--- config.mk ---
export PLATFORM = sky130hd
export DESIGN_NAME = trace_packer
export DESIGN_NICKNAME = d
export VERILOG_FILES = /design/src/rtl/trace_packer.sv
export SDC_FILE = /design/constraint.sdc
export NUM_CORES = 1
export LEC_CHECK = 0
export ABC_AREA = 1
export CAP_MARGIN = 20
export CORE_ASPECT_RATIO = 0.6
export CORE_MARGIN = 4
export CORE_UTILIZATION = 25
export DETAILED_ROUTE_END_ITERATION = 16
export MAX_ROUTING_LAYER = met4
export SLEW_MARGIN = 25
export SYNTH_ARGS = -nofsm -noshare
export SYNTH_HDL_FRONTEND = slang
export SYNTH_SLANG_ARGS = --single-unit
--- constraint.sdc ---
create_clock -name CLK_I -period 5.2 [get_ports CLK_I]
set_clock_uncertainty 0.15 [all_clocks]
set_input_delay 0.52 -clock CLK_I [delete_from_list [all_inputs] [get_ports CLK_I]]
set_output_delay 0.52 -clock CLK_I [all_outputs]
set_load 0.01 [all_outputs]
--- src/rtl/trace_packer.sv ---
// Trace packer: samples the traced bus into 2**ntrace lanes per memory word and emits each
// completed word with a one-cycle store strobe; tracks the first trigger and stops on the delayed trigger.
module trace_packer #(
  parameter int TRB_WIDTH       = 64,
  parameter int TRB_NTRACE_BITS = 3
) (
  input  logic                         CLK_I,
  input  logic                         RST_NI,
  input  logic                         ENABLE_I,
  input  logic                         MODE_I,
  input  logic [TRB_NTRACE_BITS-1:0]   NTRACE_I,
  input  logic [TRB_WIDTH-1:0]         TRACE_I,
  input  logic                         TRACE_VALID_I,
  input  logic                         TRG_I,
  input  logic                         STORE_PERM_I,
  input  logic                         TRG_DELAYED_I,
  output logic [TRB_WIDTH-1:0]         DATA_O,
  output logic                         STORE_O,
  output logic                         TRG_EVENT_O,
  output logic [$clog2(TRB_WIDTH)-1:0] EVENT_POS_O,
  output logic                         OVERFLOW_O,
  output logic                         BUSY_O
);

  localparam int LOG2W  = $clog2(TRB_WIDTH);
  localparam int SLOT_W = (LOG2W > 0) ? LOG2W : 1;
  localparam logic [TRB_NTRACE_BITS-1:0] NTRACE_MAX = TRB_NTRACE_BITS'(LOG2W);

  typedef enum logic [1:0] {
    ST_IDLE  = 2'd0,
    ST_ARMED = 2'd1,
    ST_TRIG  = 2'd2,
    ST_STOP  = 2'd3
  } state_e;

  state_e                       state_q, state_d;
  logic                         enable_q, enable_d;
  logic [TRB_NTRACE_BITS-1:0]   ntrace_q, ntrace_d;
  logic                         mode_q, mode_d;
  logic [SLOT_W-1:0]            slot_q, slot_d;
  logic [TRB_WIDTH-1:0]         pack_q, pack_d;
  logic [TRB_WIDTH-1:0]         data_q, data_d;
  logic                         store_q, store_d;
  logic                         trg_event_q, trg_event_d;
  logic [LOG2W-1:0]             event_pos_q, event_pos_d;
  logic                         overflow_q, overflow_d;

  logic                         rise_s;
  logic                         arm_s;
  logic                         sample_s;
  logic                         last_s;
  logic [TRB_NTRACE_BITS-1:0]   ntrace_in_s;
  logic [TRB_NTRACE_BITS-1:0]   lsh_s;
  logic [LOG2W:0]               w_s;
  logic [TRB_WIDTH-1:0]         mask_s;
  logic [SLOT_W-1:0]            off_s;
  logic [SLOT_W-1:0]            slot_max_s;
  logic [TRB_WIDTH-1:0]         word_s;

  // Lane geometry: offset of the current slot is slot << (log2(TRB_WIDTH) - ntrace)
  always_comb begin
    rise_s      = ENABLE_I & ~enable_q;
    arm_s       = rise_s & (state_q == ST_IDLE);
    sample_s    = ENABLE_I & TRACE_VALID_I & ((state_q == ST_ARMED) | (state_q == ST_TRIG));
    ntrace_in_s = (NTRACE_I > NTRACE_MAX) ? NTRACE_MAX : NTRACE_I;
    lsh_s       = NTRACE_MAX - ntrace_q;
    w_s         = (LOG2W + 1)'(TRB_WIDTH) >> ntrace_q;
    mask_s      = ~({TRB_WIDTH{1'b1}} << w_s);
    off_s       = slot_q << lsh_s;
    slot_max_s  = {SLOT_W{1'b1}} >> lsh_s;
    last_s      = (slot_q == slot_max_s);
    word_s      = (pack_q & ~(mask_s << off_s)) | ((TRACE_I & mask_s) << off_s);
  end

  // Next-state logic
  always_comb begin
    state_d = state_q;
    case (state_q)
      ST_IDLE: begin
        if (rise_s) state_d = ST_ARMED;
        else        state_d = ST_IDLE;
      end
      ST_ARMED: begin
        if (!ENABLE_I)                            state_d = ST_IDLE;
        else if (sample_s && TRG_I && !mode_q)    state_d = ST_TRIG;
        else                                      state_d = ST_ARMED;
      end
      ST_TRIG: begin
        if (!ENABLE_I)          state_d = ST_IDLE;
        else if (TRG_DELAYED_I) state_d = ST_STOP;
        else                    state_d = ST_TRIG;
      end
      ST_STOP: begin
        if (!ENABLE_I) state_d = ST_IDLE;
        else           state_d = ST_STOP;
      end
      default: state_d = ST_IDLE;
    endcase
  end

  // Output decode from the state register
  always_comb begin
    case (state_q)
      ST_ARMED: BUSY_O = 1'b1;
      ST_TRIG:  BUSY_O = 1'b1;
      default:  BUSY_O = 1'b0;
    endcase
  end

  // Datapath next values: config latch, lane packing, store, trigger and overflow tracking
  always_comb begin
    enable_d    = ENABLE_I;
    ntrace_d    = ntrace_q;
    mode_d      = mode_q;
    slot_d      = slot_q;
    pack_d      = pack_q;
    data_d      = data_q;
    store_d     = 1'b0;
    trg_event_d = trg_event_q;
    event_pos_d = event_pos_q;
    overflow_d  = overflow_q;
    if (rise_s) begin
      ntrace_d = ntrace_in_s;
      mode_d   = MODE_I;
    end else begin
      ntrace_d = ntrace_q;
      mode_d   = mode_q;
    end
    if (arm_s) begin
      slot_d      = {SLOT_W{1'b0}};
      pack_d      = {TRB_WIDTH{1'b0}};
      trg_event_d = 1'b0;
      event_pos_d = {LOG2W{1'b0}};
      overflow_d  = 1'b0;
    end else if (!ENABLE_I) begin
      // Disabling mid-word throws away the partial word
      slot_d = {SLOT_W{1'b0}};
      pack_d = {TRB_WIDTH{1'b0}};
    end else if (sample_s) begin
      pack_d = word_s;
      if (last_s) begin
        slot_d = {SLOT_W{1'b0}};
        if (STORE_PERM_I) begin
          data_d  = word_s;
          store_d = 1'b1;
        end else begin
          overflow_d = 1'b1;
        end
      end else begin
        slot_d = slot_q + {{(SLOT_W-1){1'b0}}, 1'b1};
      end
      if ((state_q == ST_ARMED) && TRG_I && !mode_q) begin
        trg_event_d = 1'b1;
        event_pos_d = LOG2W'(off_s);
      end else begin
        trg_event_d = trg_event_q;
      end
    end else begin
      slot_d = slot_q;
    end
  end

  // State register
  always_ff @(posedge CLK_I or negedge RST_NI) begin
    if (!RST_NI) state_q <= ST_IDLE;
    else         state_q <= state_d;
  end

  // Datapath registers
  always_ff @(posedge CLK_I or negedge RST_NI) begin
    if (!RST_NI) begin
      enable_q    <= 1'b0;
      ntrace_q    <= {TRB_NTRACE_BITS{1'b0}};
      mode_q      <= 1'b0;
      slot_q      <= {SLOT_W{1'b0}};
      pack_q      <= {TRB_WIDTH{1'b0}};
      data_q      <= {TRB_WIDTH{1'b0}};
      store_q     <= 1'b0;
      trg_event_q <= 1'b0;
      event_pos_q <= {LOG2W{1'b0}};
      overflow_q  <= 1'b0;
    end else begin
      enable_q    <= enable_d;
      ntrace_q    <= ntrace_d;
      mode_q      <= mode_d;
      slot_q      <= slot_d;
      pack_q      <= pack_d;
      data_q      <= data_d;
      store_q     <= store_d;
      trg_event_q <= trg_event_d;
      event_pos_q <= event_pos_d;
      overflow_q  <= overflow_d;
    end
  end

  assign DATA_O      = data_q;
  assign STORE_O     = store_q;
  assign TRG_EVENT_O = trg_event_q;
  assign EVENT_POS_O = event_pos_q;
  assign OVERFLOW_O  = overflow_q;

endmodule
### Yosys cells after proc, flatten, opt, wreduce, memory -nomap -nowiden

Cells that the tools add are included.

| operators by class | value |
|---|---|
| order comparisons | 1 |
| equality and inequality tests | 6 |
| $add $sub $neg | 2 |
| bitwise operators | 12 |
| reductions and logical operators | 14 |
| muxes and demuxes | 34 |
| shift-type cells | 6 |

Operators by type and width:

| kind | number |
|---|---|
| $mux W64 | 3 |
| $and A64 B64 Y64 | 2 |
| $not A64 Y64 | 2 |
| $shl A64 B6 Y64 | 2 |
| $or A64 B64 Y64 | 1 |
| $shl A64 B7 Y64 const A | 1 |
| $mux W6 | 8 |
| $mux W1 | 17 |
| $mux W2 | 4 |
| $pmux W2 S4 | 1 |
| $reduce_bool A2 Y1 | 4 |
| $shr A7 B3 Y7 const A | 1 |
| $add A6 B1 Y6 const B | 1 |
| $eq A6 B6 Y1 | 1 |
| $shl A6 B3 Y6 | 1 |
| $shr A6 B3 Y6 const A | 1 |
| $reduce_and A5 Y1 | 1 |
| $and A1 B1 Y1 | 4 |
| $eq A2 B2 Y1 const B | 2 |
| $logic_and A1 B1 Y1 | 4 |
| $reduce_and A4 Y1 | 1 |
| $gt A3 B3 Y1 const B | 1 |
| $mux W3 | 1 |
| $ne A3 B1 Y1 const B | 1 |
| other kinds (9) | 10 |

| storage, ports and cells | value |
|---|---|
| word-level logic and storage cells | 86 |
| register bits | 150 |
| input port bits | 75 |
| output and inout bits | 74 |

### Logic depth before layout (Yosys ltp)

| depth | value |
|---|---|
| word-level depth | 10 |
| gate-level depth with buffers | 23 |
| depth with buffers taken out | 21 |

### Worst setup path after synthesis

OpenSTA, ideal clock, no wires.

| path | value |
|---|---|
| path kind | reg2reg |
| start | register ntrace_q[0] |
| end | register data_q[10] (netlist: DATA_O[10]) |
| stages on the path, launching flop included | 14 |
| arrival time | 2.522 ns |
| buffers on the path | 2 |
| setup time | 0.117 ns |
| setup slack | 2.410 ns |
| cells stage by stage | dfrtp_1 -> ha_1 -> ha_1 -> inv_2 -> nand2_2 -> xor2_1 -> nor3_2 -> nand2_1 -> nor3_4 -> inv_2 -> buf_2 -> buf_2 -> nand2_1 -> nand2_1 |

| on the way | value |
|---|---|
| longest elaborated chain between the ends | 7 |
| elaborated cells between the ends (all ways) | 14 |
| classes of those cells | 1 x add/sub; 1 x eq/ne; 6 x shift; 5 x bitwise; 1 x reduce/logical |

Ends and longest elaborated chain:

| item | line | source |
|---|---|---|
| start, declared | 38 | `logic [TRB_NTRACE_BITS-1:0] ntrace_q, ntrace_d;` |
| start signal, assigned | 173 | `ntrace_q <= {TRB_NTRACE_BITS{1'b0}};` |
| start signal, assigned | 184 | `ntrace_q <= ntrace_d;` |
| $shr A7 B3 Y7 | 67 | `w_s = (LOG2W + 1)'(TRB_WIDTH) >> ntrace_q;` |
| $shl A64 B7 Y64 | 68 | `mask_s = ~({TRB_WIDTH{1'b1}} << w_s);` |
| $not A64 Y64 | 68 |  |
| $shl A64 B6 Y64 | 72 | `word_s = (pack_q & ~(mask_s << off_s)) \| ((TRACE_I & mask_s) << off_s);` |
| $not A64 Y64 | 72 |  |
| $and A64 B64 Y64 | 72 |  |
| $or A64 B64 Y64 | 72 |  |
| end signal, assigned | 177 | `data_q <= {TRB_WIDTH{1'b0}};` |
| end signal, assigned | 188 | `data_q <= data_d;` |
| end, declared | 42 | `logic [TRB_WIDTH-1:0] data_q, data_d;` |

Several ways; a longest one is shown, not always the timed one.
A chain may end at the register's enable or synchronous reset.

### Worst setup path in the final report

| path | value |
|---|---|
| start | register ntrace_q[2] |
| end | register data_q[49] (netlist: DATA_O[49]) |

Same word-level chain as after synthesis.

==> metrics.md <==
| Metric | Value |
|---|---|
| Count of vias placed by the detailed router | 17,000 |
| Fraction of post-synthesis cell area in the top cell type by area | 0.271 |
| Power Total | 6.21 mW |
| Fraction of final layout cells with drive strength greater than 1 | 0.0463 |
| Worst slew margin relative to its limit | 0.293 |
| EDFF count, synth | 0 |
| Biggest fanout along the worst timing path | 51 |
| Starting density of the core | 0.255 |
| #FFs+latches synth | 150 |
| Wire length of the first global-routing pass | ~100 mm |
| Number of buffer cells added on primary ports | 148 |
| Most used cells in the layout excluding fill and tap cells | 1,006 x sky130_fd_sc_hd__nand2_1, 674 x sky130_fd_sc_hd__nand3_1, 150 x sky130_fd_sc_hd__dfrtp_1 |
| Number of diodes added for antenna fixing | 0 |
| Count of pins over their slew limit | 0 |
| Clock net sink count | 150 |
| Met3 Resource Use GR | 0.0797 |
| Top cell type by total area after synthesis | sky130_fd_sc_hd__nand2_1 |
| Global-route congestion overflow total | 0 |
| Met2 track demand over resource in global routing | 0.308 |
| Via count of the first global-routing pass | about 16,000 |
| CP Data Required Time | 5.39 ns |
| Total length of routed wires | 68.0 mm |
| P_sw | 3.13 mW |
| Number of buffers on the longest clock path | 2 |
| Share of synthesized area occupied by flip-flops and latches | 0.269 |
| Number of antenna violations at the first check in global routing | 0 |
| Pint | 3.09 mW |
| Cell Area, Synth | 0.0139 mm² |
| Summed negative setup slack over all endpoints | 0 ns |
| Critical path arrival | 4.38 ns |
| Most common cell after layout, fill and taps aside | sky130_fd_sc_hd__nand2_1 |
| Number of distinct standard cells referenced by the synthesized netlist | 44 |
| Minimum clock period | 4.19 ns |
| DRC violation total after the first TritonRoute iteration | 2,783 |
| RSZ-0062 raised after global routing | no |
| Worst reg-to-reg path cell count | 15 |
| Crit Path Category | flop to flop |
| Area growth from synthesis to layout | 19.1% |
| Maximum clock rate | about 0.24 GHz |
| Top cells by area, synth | sky130_fd_sc_hd__nand2_1 27%, sky130_fd_sc_hd__dfrtp_1 27%, sky130_fd_sc_hd__nand3_1 24%, sky130_fd_sc_hd__buf_2 2.9%, sky130_fd_sc_hd__inv_1 2.0% |
| Portion of total power attributed to the clock network | 0.209 |
| Remaining DRCs | 0 |
| CORE AREA | 0.0547 mm² |
| Setup violators final | 0 |
| Half-perimeter wire length after detailed placement | 52.7 mm |
| Wire per inst | 21.3 µm |
| Share of synthesized registers carrying an async set or reset | 1.00 |
| Post-route fraction of the period consumed by the critical path | 0.806 |
| Power per unit of standard cell area | 375 mW/mm² |
| Worst voltage drop across the vdd grid | 207 µV |
| Combinational Power Share | 0.538 |
| Clock Latency Late Sink | 0.46 ns |
| Clock transition at path regs | 0.08 ns |
| Post-CTS Resized | 0 |
| Synthesized Nets | 2,467 |
| Element type at the critical path start | flop |
| Root buffer cell | sky130_fd_sc_hd__clkbuf_16 |
| Type of the most critical hold path | primary input to async pin |
| Seq pwr share | 0.253 |
| TritonCTS clock tree | yes |
| GRT Resource Usage Total | 0.231 |
| Endpoint type of the worst setup path | flop |
| Routability-driven placement congestion ratio | 1.06 |
| Most used flip-flop cell after synthesis | sky130_fd_sc_hd__dfrtp_1 |
| Number of violations of the max-capacitance limit | 0 |
| Sw Ratio | 0.503 |
| Area of the die | 0.0597 mm² |
| Result of the run | complete, no violations |
| Chip width | between 300 and 400 µm |
| Instance count of the mapped netlist | 2,379 |
| Number of warnings reported in the yosys synthesis log | 0 |
| Core occupancy in the finished layout | 0.303 |
| Top-Level Pins | 149 |
| Hold Vio Cnt, Final | 0 |
| Static Leakage | just over 8 nW |
| Die H | 191 µm |
| Number of routed nets with antenna violations | 0 |
| Avg Cell Area, Syn | 5.86 µm² |
| Site Rows | 66 |
| Worst Tran Pin Value | 1.06 ns |
| Vias per cell | 5.32 |
| Cts bufs inserted | 17 |
| Number of nets in the final layout | approximately 2,500 |
| Most used routing layer | met1 |
| Iteration count of the initial detailed-routing pass | 6 |
| Pin count of the biggest net entering global routing | 144 |
| Met1 track utilization from global routing | 0.338 |
| Total number of H-tree levels | 4 |
-- synth_stat cells (3+ instances only) --
master,number
sky130_fd_sc_hd__nand2_1,1006
sky130_fd_sc_hd__nand3_1,674
sky130_fd_sc_hd__dfrtp_1,150
sky130_fd_sc_hd__buf_2,81
sky130_fd_sc_hd__inv_1,76
sky130_fd_sc_hd__o21ai_0,56
sky130_fd_sc_hd__o21ai_1,47
sky130_fd_sc_hd__nor2_1,43
sky130_fd_sc_hd__o211ai_1,37
sky130_fd_sc_hd__clkbuf_1,32
sky130_fd_sc_hd__a21oi_1,28
sky130_fd_sc_hd__nand4_1,28
sky130_fd_sc_hd__buf_1,17
sky130_fd_sc_hd__buf_4,17
sky130_fd_sc_hd__ha_1,13
sky130_fd_sc_hd__nand2_2,10
sky130_fd_sc_hd__inv_2,9
sky130_fd_sc_hd__buf_6,7
sky130_fd_sc_hd__nand2_4,6
sky130_fd_sc_hd__nor3_1,6
sky130_fd_sc_hd__xor2_1,4
sky130_fd_sc_hd__a21boi_1,3
sky130_fd_sc_hd__nor2_4,3
-- metal layers --
layer  routed length, µm  part of all wire  up-vias
met5                   0                 0        -
met4                 677             0.010        0
met3                9090              0.13       55
met2               26600              0.39      972
met1               31600              0.47     7927
li1                    -                 -     8032
-- flip-flops by register name (all words and copies together), names as in the netlist --
signal       count
EVENT_POS_O      6
mode_q           1
STORE_O          1
ntrace_q         3
state_q          2
pack_q          64
slot_q           6
enable_q         1
OVERFLOW_O       1
DATA_O          64
TRG_EVENT_O      1
-- final cells by class --
cell class                      instances  area (µm²)
Clock inverter                         13         138
Timing Repair Buffer                  187        1900
Multi-Input combinational cell       1989        9090
Sequential cell                       150        3750
Inverter                               85         320
Fill cell                            6187       38100
Clock buffer                           19         453
Tap cell                              748         936
-- path summary, 6_finish.rpt --
kind / start / endpoint / slack [ns]
worst max register to register: ntrace_q[2] / DATA_O[49] / 1.01
worst max-delay path: ntrace_q[2] / DATA_O[49] / 1.01
worst min register to register: pack_q[4] / pack_q[4] / 0.33
worst min-delay path: RST_NI / pack_q[0] / 0.28
max in group asynchronous: RST_NI / enable_q / 3.48
min in group CLK_I: pack_q[4] / pack_q[4] / 0.33
-- per-stage QoR --
stage / hold slack [ns] / worst slack (ns) / cell area, µm² / cells
3_3_place_gp: 0.177 / 1.22 / 16000 / 3158
3_5_place_dp: 0.176 / 1.20 / 16000 / 3158
6_report: 0.277 / 1.01 / 16600 / 3191
5_1_grt: 0.279 / 0.814 / 16600 / 3191
2_1_floorplan: 0.0744 / 2.41 / 13900 / 2379
4_1_cts: 0.254 / 1.17 / 16600 / 3191
-- power groups by stage --
stage          clock [mW]  sequential, mW  combinational [mW]
3_3_place_gp            0            1.59                3.26
5_1_grt              1.38            1.59                3.62
6_report             1.30            1.57                3.34
3_5_place_dp            0            1.58                3.24
2_1_floorplan           0            1.56                1.88
4_1_cts              1.33            1.56                3.25
-- worst max-delay path: stages, from the launching register on --
cell and delay (ns):
sky130_fd_sc_hd__dfrtp_1 0.55, sky130_fd_sc_hd__inv_2 0.20, sky130_fd_sc_hd__ha_1 0.48, sky130_fd_sc_hd__nor2_8 0.24
sky130_fd_sc_hd__nand2_4 0.37, sky130_fd_sc_hd__inv_2 0.21, sky130_fd_sc_hd__buf_4 0.36, sky130_fd_sc_hd__nand3_1 0.18
sky130_fd_sc_hd__nand3_1 0.15, sky130_fd_sc_hd__nand3_1 0.09, sky130_fd_sc_hd__nand2_1 0.13, sky130_fd_sc_hd__nand2_1 0.06
sky130_fd_sc_hd__nand2_1 0.13, sky130_fd_sc_hd__nand3_1 0.34, sky130_fd_sc_hd__nand3_1 0.29, sky130_fd_sc_hd__nand2_1 0.08
-- timing repair --
action	CTS	global route
hold buffers	1	0
endpoints found under the hold margin	7	0
buffers inserted	0	0
-- kinds of logic (layout without fill, tap and decap cells) --
family | count (synthesis) | count (layout) | share of synthesized area
buffers and inverters | 240 | 304 | 0.0804
DFF | 150 | 150 | 0.269
adders and majority gates | 13 | 13 | 0.0117
AOI/OAI and AO/OA | 183 | 183 | 0.0757
xor gates and xnor gates | 6 | 6 | 0.00377
and+or+nand+nor | 1787 | 1787 | 0.559
No activity file was read; power rests on OpenSTA's default activity.
